--- src/rtl/uart_tx_fifo.sv ---
// uart_tx_fifo -- buffered 8N1 UART transmitter.
// Bytes written by the DDR test/status logic are queued in a small circular
// FIFO and serialised LSB first on uart_txd. There is one start bit, eight
// data bits, one stop bit and no parity. Everything runs on free_clk.
//
// Ports:
//   free_clk  in   only clock
//   rst       in   asynchronous active-high reset
//   wr_en     in   write strobe, one byte per cycle while high
//   wr_data   in   byte to queue
//   full      out  FIFO holds FIFO_DEPTH bytes
//   empty     out  FIFO holds no bytes
//   level     out  FIFO occupancy, clog2(FIFO_DEPTH)+1 bits
//   overflow  out  sticky, set when a write to a full FIFO is dropped
//   ovf_clr   in   clears overflow (a simultaneous drop wins)
//   tx_busy   out  a frame is on the line
//   uart_txd  out  serial line, idle high, driven straight from a flop
module uart_tx_fifo #(
   parameter int CLK_FREQ   = 50_000_000,
   parameter int BAUD       = 115200,
   parameter int FIFO_DEPTH = 16
) (
   input  logic                          free_clk,
   input  logic                          rst,
   input  logic                          wr_en,
   input  logic [7:0]                    wr_data,
   output logic                          full,
   output logic                          empty,
   output logic [$clog2(FIFO_DEPTH):0]   level,
   output logic                          overflow,
   input  logic                          ovf_clr,
   output logic                          tx_busy,
   output logic                          uart_txd
);
   localparam int BAUD_DIV = (CLK_FREQ + BAUD / 2) / BAUD;
   localparam int AW       = $clog2(FIFO_DEPTH);
   localparam int LW       = AW + 1;
   localparam int CW       = $clog2(BAUD_DIV);
   localparam logic [CW-1:0] BAUD_LAST = CW'(BAUD_DIV - 1);
   localparam logic [LW-1:0] DEPTH_L   = LW'(FIFO_DEPTH);

   generate
      if (BAUD_DIV < 4) begin : g_bad_baud
         $error("uart_tx_fifo: BAUD_DIV must be at least 4");
      end
      if (FIFO_DEPTH < 2 || (FIFO_DEPTH & (FIFO_DEPTH - 1)) != 0) begin : g_bad_depth
         $error("uart_tx_fifo: FIFO_DEPTH must be a power of 2, at least 2");
      end
   endgenerate

   typedef enum logic [1:0] {S_IDLE, S_START, S_DATA, S_STOP} state_t;

   // FIFO storage with a registered read port
   logic [7:0]    mem [FIFO_DEPTH];
   logic [7:0]    rd_data_q;
   logic [AW-1:0] wr_ptr_q, rd_ptr_q;
   logic [LW-1:0] level_q, level_d;
   logic          full_q, empty_q, ovf_q;
   logic          push_last_q;

   // Transmitter
   state_t        state_q, state_d;
   logic [CW-1:0] baud_q, baud_d;
   logic [2:0]    bit_q, bit_d;
   logic [7:0]    shreg_q, shreg_d;
   logic          txd_q, txd_d;
   logic          busy_q;

   logic          push, drop, pop, baud_end, head_ready;

   assign push     = wr_en & ~full_q;
   assign drop     = wr_en & full_q;
   assign baud_end = (baud_q == BAUD_LAST);

   // rd_data_q samples the head one edge after it is written, so the head is
   // only usable when it was not written on the previous edge. With two or
   // more entries the head is always an older entry.
   assign head_ready = (level_q > LW'(1)) || ((level_q == LW'(1)) && !push_last_q);

   always_ff @(posedge free_clk) begin
      if (push) begin
         mem[wr_ptr_q] <= wr_data;
      end
      rd_data_q <= mem[rd_ptr_q];
   end

   always_comb begin
      level_d = level_q;
      case ({push, pop})
         2'b10:   level_d = level_q + LW'(1);
         2'b01:   level_d = level_q - LW'(1);
         default: level_d = level_q;
      endcase
   end

   always_comb begin
      state_d = state_q;
      baud_d  = baud_q;
      bit_d   = bit_q;
      shreg_d = shreg_q;
      pop     = 1'b0;
      case (state_q)
         S_IDLE: begin
            baud_d = '0;
            if (head_ready) begin
               pop     = 1'b1;
               shreg_d = rd_data_q;
               state_d = S_START;
            end
         end
         S_START: begin
            if (baud_end) begin
               baud_d  = '0;
               bit_d   = '0;
               state_d = S_DATA;
            end else begin
               baud_d = baud_q + CW'(1);
            end
         end
         S_DATA: begin
            if (baud_end) begin
               baud_d  = '0;
               shreg_d = {1'b0, shreg_q[7:1]};
               bit_d   = bit_q + 3'd1;
               if (bit_q == 3'd7) begin
                  state_d = S_STOP;
               end
            end else begin
               baud_d = baud_q + CW'(1);
            end
         end
         S_STOP: begin
            if (baud_end) begin
               baud_d = '0;
               if (head_ready) begin
                  // chain straight into the next frame, no idle gap
                  pop     = 1'b1;
                  shreg_d = rd_data_q;
                  state_d = S_START;
               end else begin
                  state_d = S_IDLE;
               end
            end else begin
               baud_d = baud_q + CW'(1);
            end
         end
         default: state_d = S_IDLE;
      endcase
   end

   // The line level is derived from the next state so the flop output lines
   // up exactly with the state it represents.
   always_comb begin
      txd_d = 1'b1;
      if (state_d == S_START) begin
         txd_d = 1'b0;
      end else if (state_d == S_DATA) begin
         txd_d = shreg_d[0];
      end
   end

   always_ff @(posedge free_clk or posedge rst) begin
      if (rst) begin
         wr_ptr_q    <= '0;
         rd_ptr_q    <= '0;
         level_q     <= '0;
         full_q      <= 1'b0;
         empty_q     <= 1'b1;
         ovf_q       <= 1'b0;
         push_last_q <= 1'b0;
         state_q     <= S_IDLE;
         baud_q      <= '0;
         bit_q       <= '0;
         shreg_q     <= '0;
         txd_q       <= 1'b1;
         busy_q      <= 1'b0;
      end else begin
         if (push) begin
            wr_ptr_q <= wr_ptr_q + AW'(1);
         end
         if (pop) begin
            rd_ptr_q <= rd_ptr_q + AW'(1);
         end
         level_q     <= level_d;
         full_q      <= (level_d == DEPTH_L);
         empty_q     <= (level_d == '0);
         push_last_q <= push;
         if (drop) begin
            ovf_q <= 1'b1;
         end else if (ovf_clr) begin
            ovf_q <= 1'b0;
         end
         state_q <= state_d;
         baud_q  <= baud_d;
         bit_q   <= bit_d;
         shreg_q <= shreg_d;
         txd_q   <= txd_d;
         busy_q  <= (state_d != S_IDLE);
      end
   end

   assign full     = full_q;
   assign empty    = empty_q;
   assign level    = level_q;
   assign overflow = ovf_q;
   assign tx_busy  = busy_q;
   assign uart_txd = txd_q;
endmodule

--- config.mk ---
export PLATFORM = sky130hd
export DESIGN_NAME = uart_tx_fifo
export DESIGN_NICKNAME = d
export VERILOG_FILES = /design/src/rtl/uart_tx_fifo.sv
export SDC_FILE = /design/constraint.sdc
export NUM_CORES = 1
export LEC_CHECK = 0
export ABC_CLOCK_PERIOD_IN_PS = 3500
export BUFFER_PORTS_ARGS = -buffer_cell sky130_fd_sc_hd__buf_2
export CAP_MARGIN = 30
export CORE_MARGIN = 8
export CORE_UTILIZATION = 25
export CTS_CLUSTER_DIAMETER = 60
export DETAILED_ROUTE_END_ITERATION = 10
export GPL_ROUTABILITY_DRIVEN = 0
export SLEW_MARGIN = 20
export SYNTH_ARGS = -nofsm -noshare
export SYNTH_HDL_FRONTEND = slang
export SYNTH_SLANG_ARGS = --single-unit
--- constraint.sdc ---
create_clock -name free_clk -period 3.5 [get_ports free_clk]
set_clock_uncertainty 0.2 [all_clocks]
set_input_delay 0.175 -clock free_clk [delete_from_list [all_inputs] [get_ports free_clk]]
set_output_delay 0.175 -clock free_clk [all_outputs]
set_load 0.005 [all_outputs]
==> Word level (Yosys, flattened, before mapping) <==
Memories as Yosys holds them, arrays and structs flattened. A register that Yosys moved wholly into a read port is not among the register bits.
Cells that the tools add are included.
{ "totals": {"input_bits": 12, "mem_count": 1, "elab_cells": 77, "register_bits": 41, "output_inout_bits": 10, "ram_bits": 128} }
{ "memory_table": {"columns": ["memory", "depth", "width", "read_ports", "rd_clocked_by_memory_dff", "wr", "line", "rtl"], "rows": [
  ["mem", 16, 8, 1, 1, 1, "54", "logic [7:0] mem [FIFO_DEPTH];"]
]} }
{ "classes": {"reduce_logical": 12, "eq_ne": 14, "n_addsub": 6, "n_lt_le_gt_ge": 1, "bitwise_logic": 3, "muxes": 26} }
{ "ops": {"columns": ["op", "n"], "rows": [
  ["$mux 8", 3],
  ["$pmux 8 s3", 1],
  ["$pmux 9 s2", 1],
  ["$mux 2", 5],
  ["$pmux 5 s2", 1],
  ["$add 9x1->9 const B", 1],
  ["$eq 9x9->1 const B", 1],
  ["$mux 1", 9],
  ["$mux 9", 1],
  ["$add 4x1->4 const B", 2],
  ["$eq 2x2->1 const B", 4],
  ["$pmux 2 s4", 1],
  ["$eq 2x1->1 const B", 3],
  ["$mux 3", 2],
  ["$ne 2x2->1 const B", 3],
  ["$pmux 3 s2", 1],
  ["$reduce_and 3->1", 2],
  ["$reduce_bool 2->1", 3],
  ["$add 5x1->5 const B", 1],
  ["$eq 5x1->1 const B", 1],
  ["$eq 5x5->1 const B", 1],
  ["$gt 5x1->1 const B", 1],
  ["$logic_not 5->1", 1],
  ["$sub 5x1->5 const B", 1],
  ["other kinds (11)", 12]
]} }

==> Depth between registers and ports, before layout <==
{ "logic_depth": {"ltp_word": 9, "mapped_depth": 15} }

==> Least setup slack after synthesis <==
OpenSTA, ideal clock, no wires.
{ "synth_path": {"path_type": "reg-to-reg", "from": "register level_q[1], in the netlist level[1]", "to": "register full_q, in the netlist full", "n_path_buf": 2, "stages_incl_launch_ff": 13, "arrival_time_ps": 3240, "path_slack_ps": -12, "cell_sequence": "dfrtp_1 -> inv_1 -> ha_1 -> or3_4 -> a2111oi_4 -> buf_4 -> nor3_2 -> ha_1 -> clkbuf_1 -> a221oi_1 -> a21oi_1 -> or4_1 -> nor2b_1"} }
{ "synth_via": {"elab_chain_cells": 9} }
{ "synth_lines": {"columns": ["element", "line", "rtl"], "rows": [
  ["start, declared", "57", "logic [LW-1:0] level_q, level_d;"],
  ["start signal, assigned", "184", "level_q <= level_d;"],
  ["parallel branches: the longest is 2 deep, another holds $gt 5x1->1", null, null],
  ["$logic_or 1x1->1 *", "78", "assign head_ready = (level_q > LW'(1)) || ((level_q == LW'(1)) && !push_last_q);"],
  ["$mux 1 *", "105, 135", null],
  ["$mux 1", "133", "if (baud_end) begin"],
  ["$pmux 1 s2 *", "102", "case (state_q)"],
  ["net pop", "69", "logic push, drop, pop, baud_end, head_ready;"],
  ["$eq 2x1->1 or $eq 2x2->1 (tied branches)", "89", "case ({push, pop})"],
  ["$pmux 5 s2 *", "89", null],
  ["net level_d[3]", "57", null],
  ["$eq 5x5->1 *", "185", "full_q <= (level_d == DEPTH_L);"],
  ["end signal, assigned", "185", null],
  ["end, declared", "58", "logic full_q, empty_q, ovf_q;"]
]} }
Mark *: on every way through the listed nets, which the timed path passes.
A chain may end at the register's enable or synchronous reset.

==> Worst setup path after layout <==
Ends and elaborated chain as after synthesis.

==> metrics.txt <==
Fin Hold WS=48.3 ps; layout cells sized above 1=24.5%; Starting Density=25.1%; Synth top area share=52.2%; mapped cell area=7360 µm²; HPWL reported at the end of detailed placement=9430 µm; DR vias/cell=4.27; Critical R2R Launch=level[1]; family with the most delay on the worst path=simple AND/OR/NAND/NOR gates; FF-to-FF End=full; Initial DRC Count=271; Clk Tree Root Cell=clkbuf_16; clock sink total=177; Max Cap Violations=0; Pleak=3.01 nW; global-route wire length before repair=22600 µm; Post-Syn Nets=459; R2R depth=10; vias in the first global route=4075; Core Area=29300 µm²; Tcrit/Tclk final=95.1%; FF+latch count, synth=177; fin nets=501; CP bufs+invs=1; Slew headroom=40.3%; Critical Path Max Stage Delay=560 ps; all-layer global routing usage=8.18%; router iterations before antenna repair=4; routed len/inst=15.8 µm; Post-CTS Setup Bufs=0; post-synth top area cell=edfxtp_1; routed wire length=13800 µm; remaining global-route overflow=0; clk_lat worst skew=430 ps; synthesized instance count=427; Post-route DRC=0; Peak supply drop=0.000361 V; Routed Antenna Nets=0; Port Buffers=21; critical path's slowest cell=or4_1; setup TNS=0 ps; Critical Path Fanout Max=10; Design Power=6.70 mW; hold depth=3; Setup violations, final=0; post-layout util=29.5%; power per cell area=775 nW/µm²; min Tclk post-route=3330 ps; Final Slew Violations=0; CTS Buf Count=17; die height=188 µm; Area Growth Syn to Fin=17.5%; Setup CP Type=reg2reg; Ys Warns=0; status=finished, final reports clean; via count=3724; overall die width=188 µm; clock-pin slew on the worst setup and hold paths=80 ps; worst-case hold path end point=push_last_q; Async SR Flop Fraction=23.2%; critical path startpoint category=flop; DP Area=7950 µm²; Slew @ Worst Pin=896 ps; Filler cells=2912; worst path cell trace=inv_1, ha_1, or3_4, a2111oi_4, nor3_2, ha_1, a221oi_1, a21oi_1, or4_1, nor2b_1; die area=35200 µm²; cell mode on critical path=ha_1; Final Instance Area=8650 µm²; Area contributors post-synth=edfxtp_1 (52%), dfrtp_1 (13%), mux4_2 (12%); Crit path arrival time=3490 ps; Hold Crit Class=in2reg; Post-synth top flop=edfxtp_1; f_max=301 MHz; TritonCTS clock tree=done; Synth Area per Inst=17.2 µm²; HP Start=wr_en; CP endpoint kind=flop; unrepaired setup endpoints after global routing=false; number of core rows=63; final hold vios=0; WP data required=3670 ps; library cells used by synthesis=52; initial antenna violation count=0; I/O pin cnt=22; worst reg2reg setup slack=170 ps; EDFF count, synth=128; Seq/Total Area, Yosys=68.4%; H-tree Lvls=4; pin count of the biggest net entering global routing=42; CTS max path bufs=2; Ant. Diodes=0
cells in the mapped netlist (7+ instances only):
cell,number
clkbuf_1,8
nand2_1,22
mux2i_1,7
o21ai_0,13
dfxtp_1,8
dfrtp_1,39
xnor2_1,10
a22o_1,8
inv_1,14
nor2_1,22
and2_1,17
ha_1,20
mux4_2,40
edfxtp_1,128
a21oi_1,8
where the power goes:
group	switching [mW]	leakage [nW]	internal (mW)	total, mW
Sequential	0.333	1.75	2.63	2.96
Combinational	0.896	0.970	0.991	1.89
Clock	0.898	0.287	0.958	1.86
Total	2.13	3.01	4.58	6.70
layout by cell type (no fill, tap or decap), drive strengths merged, types with 3 or more instances in the layout:
master       netlist  routed
dfrtp             39      39
o31ai              3       3
buf                8      28
mux2               5       5
a21oi              9       9
nand3              6       6
xor2               3       3
clkinv             1       8
mux2i              7       7
clkbuf             8      17
and2              17      17
ha                20      20
o21ai             13      13
inv               14      21
dlygate4sd3        0      11
nor2              22      22
edfxtp           128     128
a22o               8       8
nor3               3       3
dfxtp              8       8
nand2             22      22
xnor2             10      10
mux4              40      40
nand4              4       4
layer usage:
metal | track usage [%] | vias to the layer above | part of all wire, %
met3 | 1.89 | 15 | 2.2
met2 | 14.4 | 50 | 53
met4 | 2.91 | 0 | 1.4
li1 | - | 1735 | -
met1 | 9.62 | 1924 | 43
met5 | 0 | - | 0
area by class of cell:
cell class	instances	area, µm²	share of cell area, %
multi-input cells	219	2200	25.5
well taps	390	488	5.64
clock buffers	17	425	4.92
flip-flops and latches	177	5040	58.2
inverters	15	56.3	0.651
repair buffers	39	280	3.24
clock inverters	15	163	1.88
logic make-up (layout without fill, tap and decap cells):
kind of cell             after synthesis  count (layout)  share of synthesized area, %
flip-flops                           177             177                          68.4
buffers and inverters                 31              86                          1.72
multiplexers                          52              52                          14.0
XOR/XNOR                              13              13                          1.55
adder cells (fa/ha/maj)               20              20                          3.40
AO/OA/AOI/OAI                         45              45                          4.66
AND/OR/NAND/NOR                       89              89                          6.32
through the flow:
stage	worst slack, ps	std cells
finish	172	872
global route	3.89	872
CTS	93.3	872
detailed placement	109	829
global placement	291	829
floorplan	24.8	427
worst min-delay path, cell delays in order:
cell and delay (ps):
buf_2 90, nand2b_1 150, clkinv_1 210
repair_timing:
action                                  in CTS  in global routing
endpoints found under the setup margin       0                  2
gates resized for setup                      0                  1
endpoints found under the hold margin      168                  0
hold buffers                                11                  0
how the worst max path moves through the flow:
stage,startpoint,end,slack [ps],cells past startpoint
floorplan,level[1],full,20,12
global placement,level[1],full,290,10
detailed placement,level[1],full,110,10
CTS,level[1],full,90,10
global route,baud_q[2],full,4,11
finish,level[1],full,170,10
sequential cells by signal, summed over array words and instances (netlist names):
register,cells
level,5
tx_busy,1
overflow,1
wr_ptr_q,4
full,1
rd_ptr_q,4
mem,128
push_last_q,1
state_q,2
uart_txd,1
empty,1
bit_q,3
baud_q,9
shreg_q,8
rd_data_q,8
Power figures use the tool's default switching activity.
